**config.mk**
```make
export PLATFORM = sky130hd
export DESIGN_NAME = wb_write_port
export DESIGN_NICKNAME = d
export VERILOG_FILES = /design/src/rtl/wb_write_port_pkg.sv /design/src/rtl/wb_aux_fifo.sv /design/src/rtl/wb_write_port.sv
export SDC_FILE = /design/constraint.sdc
export NUM_CORES = 1
export LEC_CHECK = 0
export CORE_ASPECT_RATIO = 2
export CORE_UTILIZATION = 43
export DETAILED_ROUTE_END_ITERATION = 6
export PLACE_DENSITY = 0.77
export RECOVER_POWER = 25
export SETUP_SLACK_MARGIN = 0.3
export SLEW_MARGIN = 5
export SYNTH_ARGS = -nofsm -noshare
export SYNTH_HDL_FRONTEND = slang
export SYNTH_SLANG_ARGS = --single-unit
export TNS_END_PERCENT = 50
```
**constraint.sdc**
```tcl
create_clock -name clk -period 3.2 [get_ports clk]
set_clock_uncertainty 0.2 [all_clocks]
set_input_delay 0.48 -clock clk [delete_from_list [all_inputs] [get_ports clk]]
set_output_delay 0.48 -clock clk [all_outputs]
set_load 0.03 [all_outputs]
```
**src/rtl/wb_write_port_pkg.sv**
```systemverilog
// wb_write_port_pkg
// Shared definitions for the writeback write-port sequencer:
//   REG_W     - register index width
//   ZERO, RA  - architectural register indices for $zero and $ra
//   aux_entry_t - one queued auxiliary write {rd, data}
package wb_write_port_pkg;

    localparam int REG_W = 5;

    localparam logic [REG_W-1:0] ZERO = 5'd0;
    localparam logic [REG_W-1:0] RA   = 5'd31;

    typedef struct packed {
        logic [REG_W-1:0] rd;
        logic [31:0]      data;
    } aux_entry_t;

endpackage

```
**src/rtl/wb_aux_fifo.sv**
```systemverilog
// wb_aux_fifo
// Small FIFO holding auxiliary (mult/div, load-miss) register writes in
// acceptance order.
// Parameters: DEPTH - number of entries (power of two, >= 2)
// Ports:
//   clk, reset          - clock, synchronous active-high reset
//   push, push_entry    - write push_entry at the tail
//   pop                 - advance the head (caller only pops when non-empty)
//   head_entry          - current head, readable in the same cycle as pop
//   count, full, empty  - occupancy, all from registered state
// Push and pop in the same cycle leave count unchanged at any occupancy.
module wb_aux_fifo
    import wb_write_port_pkg::*;
#(
    parameter int DEPTH = 2
) (
    input  logic                       clk,
    input  logic                       reset,
    input  logic                       push,
    input  aux_entry_t                 push_entry,
    input  logic                       pop,
    output aux_entry_t                 head_entry,
    output logic [$clog2(DEPTH):0]     count,
    output logic                       full,
    output logic                       empty
);

    localparam int PTR_W = $clog2(DEPTH);
    localparam logic [PTR_W:0] DEPTH_C = (PTR_W + 1)'(DEPTH);

    aux_entry_t         mem_reg [DEPTH];
    logic [PTR_W-1:0]   wr_ptr_reg;
    logic [PTR_W-1:0]   rd_ptr_reg;
    logic [PTR_W:0]     count_reg;

    // Storage carries no reset; stale contents are unreachable once the
    // pointers and count are cleared.
    always_ff @(posedge clk) begin
        if (push) begin
            mem_reg[wr_ptr_reg] <= push_entry;
        end
    end

    // DEPTH is a power of two, so the pointers wrap naturally.
    always_ff @(posedge clk) begin
        if (reset) begin
            wr_ptr_reg <= '0;
            rd_ptr_reg <= '0;
            count_reg  <= '0;
        end else begin
            if (push) begin
                wr_ptr_reg <= wr_ptr_reg + 1'b1;
            end
            if (pop) begin
                rd_ptr_reg <= rd_ptr_reg + 1'b1;
            end
            case ({push, pop})
                2'b10:   count_reg <= count_reg + 1'b1;
                2'b01:   count_reg <= count_reg - 1'b1;
                default: count_reg <= count_reg;
            endcase
        end
    end

    assign head_entry = mem_reg[rd_ptr_reg];
    assign count      = count_reg;
    assign full       = (count_reg == DEPTH_C);
    assign empty      = (count_reg == '0);

endmodule

```
**src/rtl/wb_write_port.sv**
```systemverilog
// wb_write_port
// Owns the single register-file write port. Each cycle it registers one
// write chosen by priority: pipeline writeback, then the aux FIFO head, then
// a same-cycle aux result bypassing an empty FIFO. Aux results that are
// accepted but not emitted are queued in wb_aux_fifo.
// Optional feature macro: WB_SCOREBOARD_EN - when defined, pending_mask
// tracks issued long-latency destinations; otherwise it is tied to 0 and
// aux_issue/aux_issue_rd are ignored.
// Ports:
//   clk, reset                          - clock, synchronous active-high reset
//   wb_valid/wb_rd/wb_data/wb_jal       - pipeline writeback request
//   aux_valid/aux_ready/aux_rd/aux_data - aux result handshake
//   aux_issue/aux_issue_rd              - scoreboard set on long-latency issue
//   rf_rd/rf_write_data/rf_reg_write/rf_jal - registered write to the RF
//   pending_mask                        - outstanding aux destinations
//   stall_req                           - FIFO full, pipeline should bubble
module wb_write_port
    import wb_write_port_pkg::*;
#(
    parameter int AUX_DEPTH = 2
) (
    input  logic             clk,
    input  logic             reset,
    input  logic             wb_valid,
    input  logic [REG_W-1:0] wb_rd,
    input  logic [31:0]      wb_data,
    input  logic             wb_jal,
    input  logic             aux_valid,
    output logic             aux_ready,
    input  logic [REG_W-1:0] aux_rd,
    input  logic [31:0]      aux_data,
    input  logic             aux_issue,
    input  logic [REG_W-1:0] aux_issue_rd,
    output logic [REG_W-1:0] rf_rd,
    output logic [31:0]      rf_write_data,
    output logic             rf_reg_write,
    output logic             rf_jal,
    output logic [31:0]      pending_mask,
    output logic             stall_req
);

    localparam int CNT_W = $clog2(AUX_DEPTH) + 1;

    aux_entry_t        head_entry;
    logic [CNT_W-1:0]  fifo_count;
    logic              fifo_full;
    logic              fifo_empty;
    logic              aux_fire;
    logic              fifo_push;
    logic              fifo_pop;

    logic [REG_W-1:0]  rf_rd_reg,   rf_rd_next;
    logic [31:0]       rf_data_reg, rf_data_next;
    logic              rf_we_reg,   rf_we_next;
    logic              rf_jal_reg,  rf_jal_next;
    logic              aux_emit;
    logic [REG_W-1:0]  aux_emit_rd;

    // Ready looks only at registered occupancy, never at this cycle's pop.
    assign aux_ready = ~reset & ~fifo_full;
    assign aux_fire  = aux_valid & aux_ready;
    assign stall_req = (fifo_count == CNT_W'(AUX_DEPTH));

    // Head leaves whenever the pipeline is idle; a fresh aux result skips
    // the FIFO only when nothing older is queued, preserving order.
    assign fifo_pop  = ~wb_valid & ~fifo_empty;
    assign fifo_push = aux_fire & ~(~wb_valid & fifo_empty);

    wb_aux_fifo #(
        .DEPTH (AUX_DEPTH)
    ) u_fifo (
        .clk        (clk),
        .reset      (reset),
        .push       (fifo_push),
        .push_entry ({aux_rd, aux_data}),
        .pop        (fifo_pop),
        .head_entry (head_entry),
        .count      (fifo_count),
        .full       (fifo_full),
        .empty      (fifo_empty)
    );

    always_comb begin
        rf_we_next   = 1'b0;
        rf_jal_next  = 1'b0;
        rf_rd_next   = rf_rd_reg;
        rf_data_next = rf_data_reg;
        aux_emit     = 1'b0;
        aux_emit_rd  = ZERO;
        if (wb_valid) begin
            rf_jal_next  = wb_jal;
            rf_rd_next   = wb_jal ? RA : wb_rd;
            rf_data_next = wb_data;
            rf_we_next   = wb_jal | (wb_rd != ZERO);
        end else if (!fifo_empty) begin
            rf_rd_next   = head_entry.rd;
            rf_data_next = head_entry.data;
            rf_we_next   = (head_entry.rd != ZERO);
            aux_emit     = 1'b1;
            aux_emit_rd  = head_entry.rd;
        end else if (aux_fire) begin
            rf_rd_next   = aux_rd;
            rf_data_next = aux_data;
            rf_we_next   = (aux_rd != ZERO);
            aux_emit     = 1'b1;
            aux_emit_rd  = aux_rd;
        end
    end

    always_ff @(posedge clk) begin
        if (reset) begin
            rf_rd_reg   <= ZERO;
            rf_data_reg <= '0;
            rf_we_reg   <= 1'b0;
            rf_jal_reg  <= 1'b0;
        end else begin
            rf_rd_reg   <= rf_rd_next;
            rf_data_reg <= rf_data_next;
            rf_we_reg   <= rf_we_next;
            rf_jal_reg  <= rf_jal_next;
        end
    end

    assign rf_rd         = rf_rd_reg;
    assign rf_write_data = rf_data_reg;
    assign rf_reg_write  = rf_we_reg;
    assign rf_jal        = rf_jal_reg;

`ifdef WB_SCOREBOARD_EN
    logic [31:0] pending_reg;

    // One flop per register; $zero can never be pending. Set beats clear.
    for (genvar gi = 0; gi < 32; gi++) begin : g_pending
        if (gi == 0) begin : g_zero
            always_ff @(posedge clk) begin
                pending_reg[gi] <= 1'b0;
            end
        end else begin : g_bit
            always_ff @(posedge clk) begin
                if (reset) begin
                    pending_reg[gi] <= 1'b0;
                end else if (aux_issue && (aux_issue_rd == REG_W'(gi))) begin
                    pending_reg[gi] <= 1'b1;
                end else if (aux_emit && (aux_emit_rd == REG_W'(gi))) begin
                    pending_reg[gi] <= 1'b0;
                end
            end
        end
    end

    assign pending_mask = pending_reg;
`else
    logic unused_scoreboard;
    assign unused_scoreboard = ^{aux_issue, aux_issue_rd, aux_emit, aux_emit_rd};
    assign pending_mask      = 32'd0;
`endif

endmodule

```
==> out/results.txt <==
Outcome = completed
WP data arrival = 2.06 ns
Clk Latency, worst-skew pair = 0.40 ns
Async SR Flop Fraction = 0%
Clock tree buffer depth = 2
Count of cell types in the netlist = 30
Crit-path max FO = 37
Achievable Freq = 365 MHz
CTS tree = done
GPL Wtd Cong = 0.753
Worst rel slew slack = 36.5%
Row count = 57
First-pass GRT wire length = 20.1 mm
Final ANT Viol Nets = 0
Most common cell in the synthesized netlist = edfxtp_1
Clk root buf = clkbuf_16
# clock sinks = 118
Largest cells by area after synthesis = edfxtp_1 (41%), dfxtp_1 (16%), a211oi_2 (7.0%)
Number of flops mapped to enable cells by yosys = 74
Final setup fails = 0
Post-route setup TNS = 0 ns
Drt via density = 5.44
Worst Slack Setup Final = 0.464 ns
Initial DRC Count = 240
FF-to-FF Start = u_fifo.count[1]$_SDFFE_PP0P_
Final period utilization = 85.5%
Final core occ = 58.8%
Hold Violations, Final = 0
Yosys top cell area share = 41.4%
RSZ-0062 raised after global routing = false
Reg2reg end = rf_write_data[1]$_SDFFE_PP0P_
Die ar. = 0.0130 sq mm
Core Region = 0.0121 sq mm
DRT Pass-1 Iters = 4
H-tree depth = 4
Initial Util = 44.2%
DR DRC count = 0
Total CTS buffers = 17
Commonest cells post-synth = edfxtp_1 (74), nor2_1 (53), dfxtp_1 (44)
Post-Synthesis Cell Area = 0.00536 sq mm
Placed Cells = 692
Clock Pin Slew Worst Setup and Hold Paths = 0.05 ns
I/O pin cnt = 158
Crit Path Category = reg2out
Non-filler cells, final = 728
Leak pwr = 2.47 nW
CP startpoint = u_fifo.count[1]$_SDFFE_PP0P_
Wire length per cell = 18.1 um
Max reg flops = 74
DP Wirelength = 8.72 mm
Hold_buf cts = 0
Syn avg cell area = 11.8 sq um
Critical path destination = stall_req
Place WS = 0.313 ns
Total congestion overflow = 0
Worst VDD drop = 0.683 mV
Vias in the first global route = 3987
Post_cts resized = 0
Total number of vias = 3959
Die Wd = 81.0 um
Cell taking the most area after synthesis = edfxtp_1
Final Slew Violations = 0
Seq cells post-synth = 118
Crit. End Element = primary output
Tot GR Track Use = 21.1%
Slew of the pin with the lowest slew margin = 0.943 ns
Net count, final = 650
CP required = 2.52 ns
R2R cell count = 6
Die span in y = 160 um
Postcts setup bufs = 0
Cells after Synth = 455
Pwr per Cell Area = 821 mW/mm^2
Syn-to-layout area delta = 32.8%
Layout cell share with drive strength beyond 1 = 13.9%
Yosys warning count = 0
Max Cap Violations = 0
Largest net degree at the start of global routing = 83
Sequential cell area fraction in the yosys report = 57.8%
Worst hold path class = reg2reg
Routed WL = 13.2 mm
Ys flop type = edfxtp_1
Startpoint Class = register
Tmin final = 2.74 ns
Antenna violations before repair = 4
Port Buffer Count = 119
Worst R2R Setup Slack = 0.74 ns
[through the flow]
step | power, W | area [sq um] | hold WS [ns]
2_1_floorplan | 0.00341 | 5480 | 0.281
3_3_place_gp | 0.00396 | 6530 | 0.285
3_5_place_dp | 0.00402 | 6530 | 0.293
4_1_cts | 0.00589 | 7110 | 0.300
5_1_grt | 0.00612 | 7120 | 0.327
6_report | 0.00585 | 7120 | 0.298
[layer usage]
metal | GRT usage (%) | routed length, um | part of all wire, % | vias up
met2 | 38.7 | 7450 | 57 | 147
met5 | 0 | 0 | 0 | -
met3 | 4.17 | 476 | 3.6 | 23
li1 | - | - | - | 1860
met1 | 21.5 | 4800 | 36 | 1929
met4 | 11.0 | 445 | 3.4 | 0
[cell usage in the layout, fill, tap and decap left out, drive strengths merged]
cell type and count:
a211o 2, buf 14, a311oi 2, a31oi 1
or3 2, o31ai 3, edfxtp 74, clkbuf 21
a21oi 33, or4b 1, nor2 53, o21ai 7
a211oi 69, inv 4, conb 32, diode 4
ha 1, nor4 2, nor3 37, clkinvlp 1
nand3 1, mux2i 37, dlygate4sd3 30, nand2 1
xnor2 3, clkinv 7, bufinv 3, nor2b 3
dfxtp 44, or2 1, xor2 1, clkdlybuf4s50 87
[logic make-up after synthesis]
family	Yosys count	share of synthesized area, %
AOI/OAI and AO/OA	117	17.4
xor gates and xnor gates	4	0.653
adders and majority gates	1	0.233
buffers and inverters	76	8.47
DFF	118	57.8
muxes	37	6.90
other	1	0.0699
and+or+nand+nor	101	8.44
[power breakdown]
part           internal, W  leakage (nW)  switching (W)
Combinational     0.000786          1.15        0.00121
Clock              0.00123         0.288       0.000631
Sequential         0.00184          1.04       0.000146
[worst max-delay path: stages (launching register included)]
cell	delay, ns
dfxtp_2	0.32
buf_4	0.37
nor2b_1	0.26
clkdlybuf4s50_1	0.70
[worst min-delay path by stage]
| stage | start | endpoint | cells past startpoint |
|---|---|---|---|
| after floorplan | u_fifo.rd_ptr_reg$_SDFFE_PP0P_ | register | 2 |
| after global placement | rf_write_data[20]$_SDFFE_PP0P_ | rf_write_data[20]$_SDFFE_PP0P_ | 2 |
| after detailed placement | rf_write_data[21]$_SDFFE_PP0P_ | rf_write_data[21]$_SDFFE_PP0P_ | 2 |
| after CTS | rf_write_data[21]$_SDFFE_PP0P_ | rf_write_data[21]$_SDFFE_PP0P_ | 2 |
| after global routing | rf_rd[3]$_SDFFE_PP0P_ | rf_rd[3]$_SDFFE_PP0P_ | 2 |
| final | rf_write_data[21]$_SDFFE_PP0P_ | rf_write_data[21]$_SDFFE_PP0P_ | 2 |
[area by class of cell]
| type | instances | area (sq um) |
|---|---|---|
| inverters | 4 | 15.0 |
| well taps | 147 | 184 |
| repair buffers | 131 | 1280 |
| flip-flops and latches | 118 | 3110 |
| clock inverters | 11 | 131 |
| clock buffers | 21 | 450 |
| diodes | 4 | 10.0 |
| fillers | 1004 | 5000 |
| multi-input cells | 292 | 1940 |
Note: power is estimated with default switching activity, not from simulation.
